<file path="src/rtl/regfile_ctrl_pkg.sv">
// Shared types for the register file access controller.
// Build option: REGFILE_BYPASS_EN enables same-cycle write forwarding.
package regfile_ctrl_pkg;

   localparam int unsigned XLEN       = 32;
   localparam int unsigned REG_ADDR_W = 5;

   typedef enum logic [1:0] {
      StIdle,
      StGrantWait,
      StReadWait,
      StResp
   } dbg_state_e;

   typedef struct packed {
      logic                  we;
      logic [REG_ADDR_W-1:0] addr;
      logic [XLEN-1:0]       data;
   } wr_req_t;

endpackage

</file>
<file path="src/rtl/regfile_bypass.sv">
// One read port's forwarding stage: remembers the write and read address of the issue cycle.
// With REGFILE_BYPASS_EN undefined the raw file data passes straight through.
module regfile_bypass
   import regfile_ctrl_pkg::*;
(
   input  logic                  clk,
   input  logic                  rstN,
   input  logic [REG_ADDR_W-1:0] rd_addr_i,
   input  wr_req_t               wr_i,
   input  logic [XLEN-1:0]       rf_rdata_i,
   output logic [XLEN-1:0]       rdata_o
);

   logic [REG_ADDR_W-1:0] rd_addr_q;
   wr_req_t               wr_q;

   always_ff @(posedge clk or negedge rstN) begin
      if (!rstN) begin
         rd_addr_q <= '0;
         wr_q      <= '0;
      end else begin
         rd_addr_q <= rd_addr_i;
         wr_q      <= wr_i;
      end
   end

`ifdef REGFILE_BYPASS_EN
   // The file returns pre-write data, so a matching write from the issue cycle wins.
   always_comb begin
      rdata_o = rf_rdata_i;
      if (wr_q.we && (wr_q.addr != '0) && (wr_q.addr == rd_addr_q)) begin
         rdata_o = wr_q.data;
      end
   end
`else
   logic unused_bypass;
   assign unused_bypass = ^{rd_addr_q, wr_q};
   assign rdata_o       = rf_rdata_i;
`endif

endmodule

</file>
<file path="src/rtl/regfile_access_ctrl.sv">
// Shares the 2R/1W register file between core pipeline and debug module.
// Build option: REGFILE_BYPASS_EN forwards same-cycle writes into read data.
module regfile_access_ctrl
   import regfile_ctrl_pkg::*;
#(
   parameter int unsigned STARVE_MAX = 8
) (
   input  logic                  clk,
   input  logic                  rstN,
   input  logic                  core_rd_valid,
   input  logic [REG_ADDR_W-1:0] core_rs1,
   input  logic [REG_ADDR_W-1:0] core_rs2,
   output logic                  core_rd_ready,
   output logic                  core_rdata_valid,
   output logic [XLEN-1:0]       core_rdata1,
   output logic [XLEN-1:0]       core_rdata2,
   input  logic                  core_wr_valid,
   input  logic [REG_ADDR_W-1:0] core_wr_addr,
   input  logic [XLEN-1:0]       core_wr_data,
   input  logic                  dbg_req_valid,
   output logic                  dbg_req_ready,
   input  logic                  dbg_req_we,
   input  logic [REG_ADDR_W-1:0] dbg_req_addr,
   input  logic [XLEN-1:0]       dbg_req_wdata,
   output logic                  dbg_rsp_valid,
   input  logic                  dbg_rsp_ready,
   output logic [XLEN-1:0]       dbg_rsp_rdata,
   output logic [REG_ADDR_W-1:0] rf_rs1,
   output logic [REG_ADDR_W-1:0] rf_rs2,
   output logic [REG_ADDR_W-1:0] rf_rd,
   output logic                  rf_we,
   output logic [XLEN-1:0]       rf_wdata,
   input  logic [XLEN-1:0]       rf_rdata1,
   input  logic [XLEN-1:0]       rf_rdata2
);

   localparam int unsigned     CntW        = $clog2(STARVE_MAX + 2);
   localparam logic [CntW-1:0] StarveLimit = CntW'(STARVE_MAX);

   dbg_state_e            state_q, state_d;
   logic [CntW-1:0]       starve_q, starve_d;
   logic                  req_we_q;
   logic [REG_ADDR_W-1:0] req_addr_q;
   logic [XLEN-1:0]       req_wdata_q;
   logic [XLEN-1:0]       rsp_rdata_q, rsp_rdata_d;
   logic                  core_vld_q;
   logic                  accept, dbg_rd_grant, dbg_wr_grant;
   wr_req_t               wr_issue;
   logic [XLEN-1:0]       fwd1, fwd2;

   always_ff @(posedge clk or negedge rstN) begin
      if (!rstN) begin
         state_q     <= StIdle;
         starve_q    <= '0;
         req_we_q    <= 1'b0;
         req_addr_q  <= '0;
         req_wdata_q <= '0;
         rsp_rdata_q <= '0;
         core_vld_q  <= 1'b0;
      end else begin
         state_q     <= state_d;
         starve_q    <= starve_d;
         rsp_rdata_q <= rsp_rdata_d;
         core_vld_q  <= core_rd_valid & core_rd_ready;
         if (accept) begin
            req_we_q    <= dbg_req_we;
            req_addr_q  <= dbg_req_addr;
            req_wdata_q <= dbg_req_wdata;
         end
      end
   end

   always_comb begin
      state_d       = state_q;
      starve_d      = starve_q;
      rsp_rdata_d   = rsp_rdata_q;
      accept        = 1'b0;
      dbg_rd_grant  = 1'b0;
      dbg_wr_grant  = 1'b0;
      dbg_req_ready = 1'b0;
      case (state_q)
         StIdle: begin
            dbg_req_ready = rstN;
            if (dbg_req_valid) begin
               accept   = 1'b1;
               starve_d = '0;
               state_d  = StGrantWait;
            end
         end
         StGrantWait: begin
            if (req_we_q) begin
               // Core writeback always owns the write port; debug retries next cycle.
               if (!core_wr_valid) begin
                  dbg_wr_grant = 1'b1;
                  rsp_rdata_d  = '0;
                  state_d      = StResp;
               end
            end else if (!core_rd_valid || (starve_q == StarveLimit)) begin
               dbg_rd_grant = 1'b1;
               state_d      = StReadWait;
            end else if (starve_q != StarveLimit) begin
               starve_d = starve_q + 1'b1;
            end
         end
         StReadWait: begin
            rsp_rdata_d = fwd2;
            state_d     = StResp;
         end
         StResp: begin
            if (dbg_rsp_ready) state_d = StIdle;
         end
         default: state_d = StIdle;
      endcase
   end

   always_comb begin
      wr_issue = '0;
      if (core_wr_valid) begin
         wr_issue = '{we: 1'b1, addr: core_wr_addr, data: core_wr_data};
      end else if (dbg_wr_grant) begin
         wr_issue = '{we: 1'b1, addr: req_addr_q, data: req_wdata_q};
      end
      if (!rstN) wr_issue.we = 1'b0;
   end

   assign rf_we    = wr_issue.we;
   assign rf_rd    = wr_issue.addr;
   assign rf_wdata = wr_issue.data;

   // A granted debug read steals port 2 for one cycle.
   assign core_rd_ready = rstN & ~dbg_rd_grant;
   assign rf_rs1        = core_rs1;
   assign rf_rs2        = dbg_rd_grant ? req_addr_q : core_rs2;

   regfile_bypass u_bypass1 (
      .clk        (clk),
      .rstN       (rstN),
      .rd_addr_i  (rf_rs1),
      .wr_i       (wr_issue),
      .rf_rdata_i (rf_rdata1),
      .rdata_o    (fwd1)
   );

   regfile_bypass u_bypass2 (
      .clk        (clk),
      .rstN       (rstN),
      .rd_addr_i  (rf_rs2),
      .wr_i       (wr_issue),
      .rf_rdata_i (rf_rdata2),
      .rdata_o    (fwd2)
   );

   assign core_rdata_valid = core_vld_q;
   assign core_rdata1      = core_vld_q ? fwd1 : '0;
   assign core_rdata2      = core_vld_q ? fwd2 : '0;
   assign dbg_rsp_valid    = (state_q == StResp);
   assign dbg_rsp_rdata    = rsp_rdata_q;

endmodule
</file>
<file path="config.mk">
export PLATFORM = sky130hd
export DESIGN_NAME = regfile_access_ctrl
export DESIGN_NICKNAME = d
export VERILOG_FILES = /design/src/rtl/regfile_ctrl_pkg.sv /design/src/rtl/regfile_bypass.sv /design/src/rtl/regfile_access_ctrl.sv
export SDC_FILE = /design/constraint.sdc
export NUM_CORES = 1
export LEC_CHECK = 0
export CORE_MARGIN = 2
export CORE_UTILIZATION = 38
export CTS_BUF_LIST = sky130_fd_sc_hd__clkbuf_8
export DETAILED_ROUTE_END_ITERATION = 8
export GPL_ROUTABILITY_DRIVEN = 0
export PLACE_DENSITY = 0.83
export SLEW_MARGIN = 20
export SYNTH_ARGS = -nofsm -noshare
export SYNTH_HDL_FRONTEND = slang
export SYNTH_HIERARCHICAL = 1
export SYNTH_SLANG_ARGS = --single-unit
</file>
<file path="constraint.sdc">
create_clock -name clk -period 2.1 [get_ports clk]
set_input_delay 0.42 -clock clk [delete_from_list [all_inputs] [get_ports clk]]
set_output_delay 0.42 -clock clk [all_outputs]
set_load 0.01 [all_outputs]
</file>
==> results.py, run 1 <==
metrics = {
    "run_status": {
        "status": "complete, but fails checks",
        "violations": "negative setup slack",
    },
    "worst_setup_path": {
        "start_kind": "flip-flop",
        "reg2reg_to": "dbg_rsp_rdata[22]",
        "path_class": "reg2out",
        "path_delay_family": "flip-flops",
        "worst-r2r-cell-count": 10,
        "crit_path_top_delay_cell": "dfrtp_1",
        "rrSetupSlack_ps": 40,
        "crit_top_cell": "buf_6",
        "cp_cell_sequence": "inv_2 > ha_4 > and3b_2 > o21bai_4 > nor2_8 > buf_6 > mux2_4 > buf_6",
        "crit_buf_inv": 3,
        "r2r_start": "state_q[0]",
        "cpPeakStageDelay_ps": 390,
        "end_kind": "primary output",
        "cp_data_required_time_ps": 1680,
        "arrival_ps": 1960,
        "critPathMaxFanout": 7,
    },
    "yosys": {
        "syn_nets": 631,
        "avgSynthCellArea_um2": 10.4,
        "ys_warn_count": 6,
        "synthFlopType": "dfrtp_1",
        "synth_cells": 469,
        "netlist_area_um2": 4860,
        "synth_edf_count": 0,
        "yosysUniqueCellTypes": 34,
        "ys_seq_elements": 77,
        "ys_seq_area_share_pct": 39.6,
        "async_reset_ff_share_pct": 100,
    },
    "placement": {
        "dp_slack_ps": -449,
        "dp.cells": 862,
        "dpl.hpwl_um": 11200,
        "place.port_buffers": 292,
    },
    "route": {
        "ant_nets": 0,
        "first_pass_iters": 4,
        "drc": 0,
        "routed_wl_um": 17000,
        "viasPerCell": 4.93,
        "vias": 4511,
        "wl_per_cell_um": 18.6,
        "drtIter0Drc": 148,
    },
    "clocking": {
        "holdBufCountCts": 0,
        "path_clk_slew_ps": 80,
        "cts_tree": "yes",
        "cts_buffers": 9,
        "cts_sinks": 77,
        "cts-root-buf": "clkbuf_8",
        "clk_latency_ps": 350,
        "cts_max_path_buffers": 2,
        "h-tree-depth": 3,
    },
    "global_routing": {
        "grt.busiest_layer": "met2",
        "gr-total-overflow": 0,
        "grt_start_max_net_pins": 39,
        "grt_pass1_wl_um": 23400,
        "use_met3_pct": 4.99,
        "grt_pass1_vias": 4512,
        "antenna_found_initial": 1,
        "grt_use_total_pct": 22.7,
        "use_met2_pct": 42.1,
        "grtUsageMet1_pct": 24.7,
    },
    "finish": {
        "nets": 899,
        "final_core_util_pct": 66.8,
        "multi_input_area_um2": 2180,
        "synthToLayoutAreaGrowth_pct": 72.7,
        "final_cells": 915,
        "fillCellCount": 912,
        "register_area_um2": 1930,
        "final_layout_size_suffix_gt1_share_pct": 32.3,
    },
    "timing": {
        "hold_viol_final": 0,
        "rsz0062_at_grt": "true",
        "relSlewSlack_pct": 68.9,
        "period_minus_slack_ps": 2380,
        "hold_slack_ps": 68.5,
        "final.setup.worst_slack_ps": -285,
        "skew_ps": 9.08,
        "max_freq_ghz": 0.419,
        "fin_crit_sh_pct": 114,
        "setup_viol": 43,
        "drv_slew": 0,
        "worstMarginPinSlew_ps": 467,
    },
    "pwr": {
        "ir_worst_vdd_mv": 0.487,
        "leakagePower_nw": 4.01,
        "power_density_nw_per_um2": 1090,
        "p_total_mw": 9.16,
    },
    "die": {
        "die-width_um": 117,
        "die_h_um": 117,
        "core-area_um2": 12600,
        "io_pins": 303,
        "rows": 41,
        "start_util_pct": 38.7,
        "die_area_um2": 13700,
    },
    "hold_path": {
        "hp-class": "in2async",
    },
    "flow_run": {
        "cap_violations": 0,
    },
}
==> stage by stage <==
stage | cell area (um^2) | TNS [ps]
detailed placement | 7580 | -16300
global placement | 7580 | -14840
global route | 8390 | -9230
CTS | 8140 | -7590
floorplan | 4860 | 0
finish | 8390 | -6230
==> synth_stat cells (7+ instances only) <==
cell / count / area share (%)
buf_4: 74 / 11
nand3_2: 8 / 1.6
ha_1: 7 / 1.8
a22o_1: 39 / 7.0
nand3_1: 26 / 2.7
dfrtp_1: 77 / 40
clkbuf_1: 13 / 1.0
inv_1: 40 / 3.1
and2_1: 66 / 8.5
mux2_2: 40 / 9.3
buf_6: 8 / 1.9
o21ai_2: 32 / 5.8
==> cell usage in the layout (no fill, tap or decap), drive strengths merged, types with 2 or more instances in the layout <==
master,count
a21o,4
a21oi,2
a22o,39
and2,66
and3b,2
buf,99
clkbuf,24
clkdlybuf4s15,30
clkdlybuf4s50,188
clkinv,2
dfrtp,77
dlygate4sd2,2
dlymetal6s2s,23
ha,7
inv,42
mux2,45
nand2,3
nand3,34
nor2,4
nor2b,2
o21ai,34
o22ai,2
==> cell type report <==
cell class,instances,area share [%]
inverter,41,1.88
clock buffer,11,1.80
sequential,77,23.0
timing repair buffer,356,44.0
clock inverter,5,0.775
multi-input combinational,252,25.9
antenna,1,0.0298
tap,172,2.56
==> repair_timing <==
action | in CTS | in global routing
setup endpoints to repair | 82 | 128
cloned | 9 | 8
pin swaps | 10 | 5
setup buffers | 17 | 5
resized for setup | 270 | 53
==> kinds of logic after synthesis <==
group | Yosys count | synth area share [%]
fa+ha+maj | 7 | 1.80
flops | 77 | 39.6
simple gates | 114 | 14.8
mux | 46 | 11.0
buf+inv | 141 | 18.0
compound gates | 84 | 14.8
==> flip-flops by register name, indices dropped and copies added (netlist names) <==
name	count
state_q	2
req_wdata_q	32
dbg_rsp_rdata	32
req_we_q	1
req_addr_q	5
starve_q	4
core_rdata_valid	1
==> per-layer routing <==
| layer | vias up | routed length [um] |
|---|---|---|
| li1 | 2045 | - |
| met1 | 2196 | 6320 |
| met2 | 233 | 9010 |
| met3 | 37 | 1150 |
| met4 | 0 | 556 |
| met5 | - | 0 |
==> how the worst max path moves through the flow <==
stage,start,to,depth (start not counted)
3_5_place_dp,core_rd_valid,rf_rs2[2],6
4_1_cts,starve_q[0],rf_rs2[2],8
3_3_place_gp,core_rd_valid,rf_rs2[1],6
2_1_floorplan,state_q[1],rf_rd[0],7
6_report,starve_q[0],rf_rs2[2],8
5_1_grt,starve_q[0],rf_rs2[2],8
==> where the power goes <==
| part | internal [mW] | total [mW] | leakage, nW | switching [mW] |
|---|---|---|---|---|
| combinational | 2.95 | 5.25 | 2.94 | 2.30 |
| sequential | 2.22 | 2.70 | 0.969 | 0.475 |
| clock | 0.627 | 1.21 | 0.111 | 0.580 |
| total | 5.80 | 9.16 | 4.01 | 3.36 |
Note: power is estimated with default switching activity, not from simulation.
==> run 2: changes to the inputs <==
--- a/config.mk
+++ b/config.mk
@@ -11,6 +11,7 @@
 export DETAILED_ROUTE_END_ITERATION = 8
 export GPL_ROUTABILITY_DRIVEN = 0
 export PLACE_DENSITY = 0.83
+export SKIP_LAST_GASP = 1
 export SLEW_MARGIN = 20
 export SYNTH_ARGS = -nofsm -noshare
 export SYNTH_HDL_FRONTEND = slang
==> results.py, run 2 (synthesized netlist as in run 1, its figures left out) <==
metrics = {
    "global_routing": {
        "gr-total-overflow": 0,
        "grt_pass1_vias": 4482,
        "antenna_found_initial": 0,
        "grt_pass1_wl_um": 23400,
        "grt_use_total_pct": 22.7,
        "grt_start_max_net_pins": 39,
    },
    "clocking": {
        "cts-root-buf": "clkbuf_8",
        "holdBufCountCts": 0,
        "cts_buffers": 9,
        "clk_latency_ps": 350,
        "cts_sinks": 77,
        "cts_tree": "yes",
        "path_clk_slew_ps": 80,
        "cts_max_path_buffers": 2,
        "h-tree-depth": 3,
    },
    "worst_setup_path": {
        "path_class": "reg2out",
        "crit_buf_inv": 3,
        "start_kind": "flip-flop",
        "cp_cell_sequence": "inv_2 > ha_4 > and3b_2 > o21bai_4 > nor2_8 > buf_6 > mux2_4 > buf_6",
        "crit_top_cell": "buf_6",
        "r2r_start": "state_q[0]",
        "end_kind": "primary output",
        "cpPeakStageDelay_ps": 390,
        "crit_path_top_delay_cell": "dfrtp_1",
        "reg2reg_to": "dbg_rsp_rdata[22]",
        "startpoint": "starve_q[0]",
        "worst-r2r-cell-count": 11,
        "arrival_ps": 1970,
        "rrSetupSlack_ps": -100,
        "crit_cells": 8,
        "critPathMaxFanout": 7,
        "path_delay_family": "flip-flops",
        "crit_end": "rf_rs2[2]",
        "cp_data_required_time_ps": 1680,
    },
    "route": {
        "routed_wl_um": 17300,
        "viasPerCell": 4.87,
        "vias": 4459,
        "drc": 0,
        "ant_nets": 0,
        "wl_per_cell_um": 18.9,
        "drtIter0Drc": 216,
        "first_pass_iters": 4,
    },
    "die": {
        "start_util_pct": 38.7,
        "core-area_um2": 12600,
        "die-width_um": 117,
        "die_h_um": 117,
        "die_area_um2": 13700,
        "io_pins": 303,
        "rows": 41,
    },
    "timing": {
        "final.setup.worst_slack_ps": -290,
        "setup_viol": 75,
        "skew_ps": 9.49,
        "hold_viol_final": 0,
        "period_minus_slack_ps": 2390,
        "relSlewSlack_pct": 64.5,
        "fin_crit_sh_pct": 114,
        "max_freq_ghz": 0.418,
        "rsz0062_at_grt": "true",
        "hold_slack_ps": 54.6,
        "worstMarginPinSlew_ps": 532,
        "drv_slew": 0,
    },
    "finish": {
        "mostFrequentLayoutCells": "clkdlybuf4s50_1, dfrtp_1, and2_1",
        "antenna-diode-count": 0,
        "nets": 901,
        "fin_area_um2": 8450,
        "final_layout_size_suffix_gt1_share_pct": 33.6,
        "mostFrequentLayoutCell": "clkdlybuf4s50_1",
        "final_cells": 916,
        "synthToLayoutAreaGrowth_pct": 73.9,
    },
    "placement": {
        "place.port_buffers": 292,
        "place_area_um2": 7580,
        "dpl.hpwl_um": 11200,
        "dp.cells": 862,
    },
    "pwr": {
        "ir_worst_vdd_mv": 0.521,
        "power_density_nw_per_um2": 1100,
        "leakagePower_nw": 3.99,
        "p_total_mw": 9.26,
    },
    "run_status": {
        "violations": "negative setup slack",
        "status": "complete, but fails checks",
    },
    "flow_run": {
        "cap_violations": 0,
    },
    "hold_path": {
        "hp-class": "in2async",
    },
}
-- run 2: repair_timing --
action | in CTS | in global routing
pin swaps | 5 | 4
cloned | 9 | 8
endpoints found under the setup margin | 82 | 136
resized for setup | 237 | 93
setup buffers | 17 | 8
-- run 2: stage by stage --
stage	setup TNS [ps]	setup slack, ps	utilization [%]
5_1_grt	-12170	-359	67.2
3_3_place_gp	-14840	-369	60.3
3_5_place_dp	-16300	-449	60.3
4_1_cts	-11740	-330	64.1
2_1_floorplan	0	207	-
6_report	-8160	-290	67.2
-- run 2: power by group --
part           switching (mW)  leakage (nW)  internal (mW)
logic                    2.35          2.91           2.99
clock network           0.580         0.111          0.627
registers               0.487         0.969           2.22
total                    3.42          3.99           5.84
-- run 2: per-layer routing --
| metal | part of all wire [%] | global-route usage, % | routed length [um] | vias up |
|---|---|---|---|---|
| met5 | 0 | 0 | 0 | - |
| met4 | 1.6 | 7.84 | 282 | 0 |
| met3 | 6.7 | 4.84 | 1150 | 22 |
| met2 | 55 | 42.4 | 9460 | 210 |
| met1 | 37 | 25.4 | 6370 | 2182 |
| li1 | - | - | - | 2045 |
-- run 2: worst min-delay path by stage --
stage	startpoint	to	slack [ps]	cells past startpoint
after CTS	rstN	starve_q[2]	60	2
after global routing	rstN	req_we_q	50	2
final	rstN	starve_q[2]	50	2
after detailed placement	rstN	starve_q[1]	450	2
after global placement	rstN	starve_q[2]	450	2
after floorplan	rstN	core_rdata_valid	120	0
-- run 2: cell type report --
cell class                      count  area (um^2)
Timing Repair Buffer              358         3700
Tap cell                          172          215
Clock buffer                       11          151
Clock inverter                      5         65.1
Inverter                           41          158
Multi-Input combinational cell    252         2230
Fill cell                         896         4120
Sequential cell                    77         1930
==> run 3: changes to the inputs <==
--- a/config.mk
+++ b/config.mk
@@ -12,7 +12,7 @@
 export GPL_ROUTABILITY_DRIVEN = 0
 export PLACE_DENSITY = 0.83
 export SKIP_LAST_GASP = 1
-export SLEW_MARGIN = 20
+export SLEW_MARGIN = 5
 export SYNTH_ARGS = -nofsm -noshare
 export SYNTH_HDL_FRONTEND = slang
 export SYNTH_HIERARCHICAL = 1
==> results of run 3 <==
Final layout, timing and power as in run 2 (identical DEF).
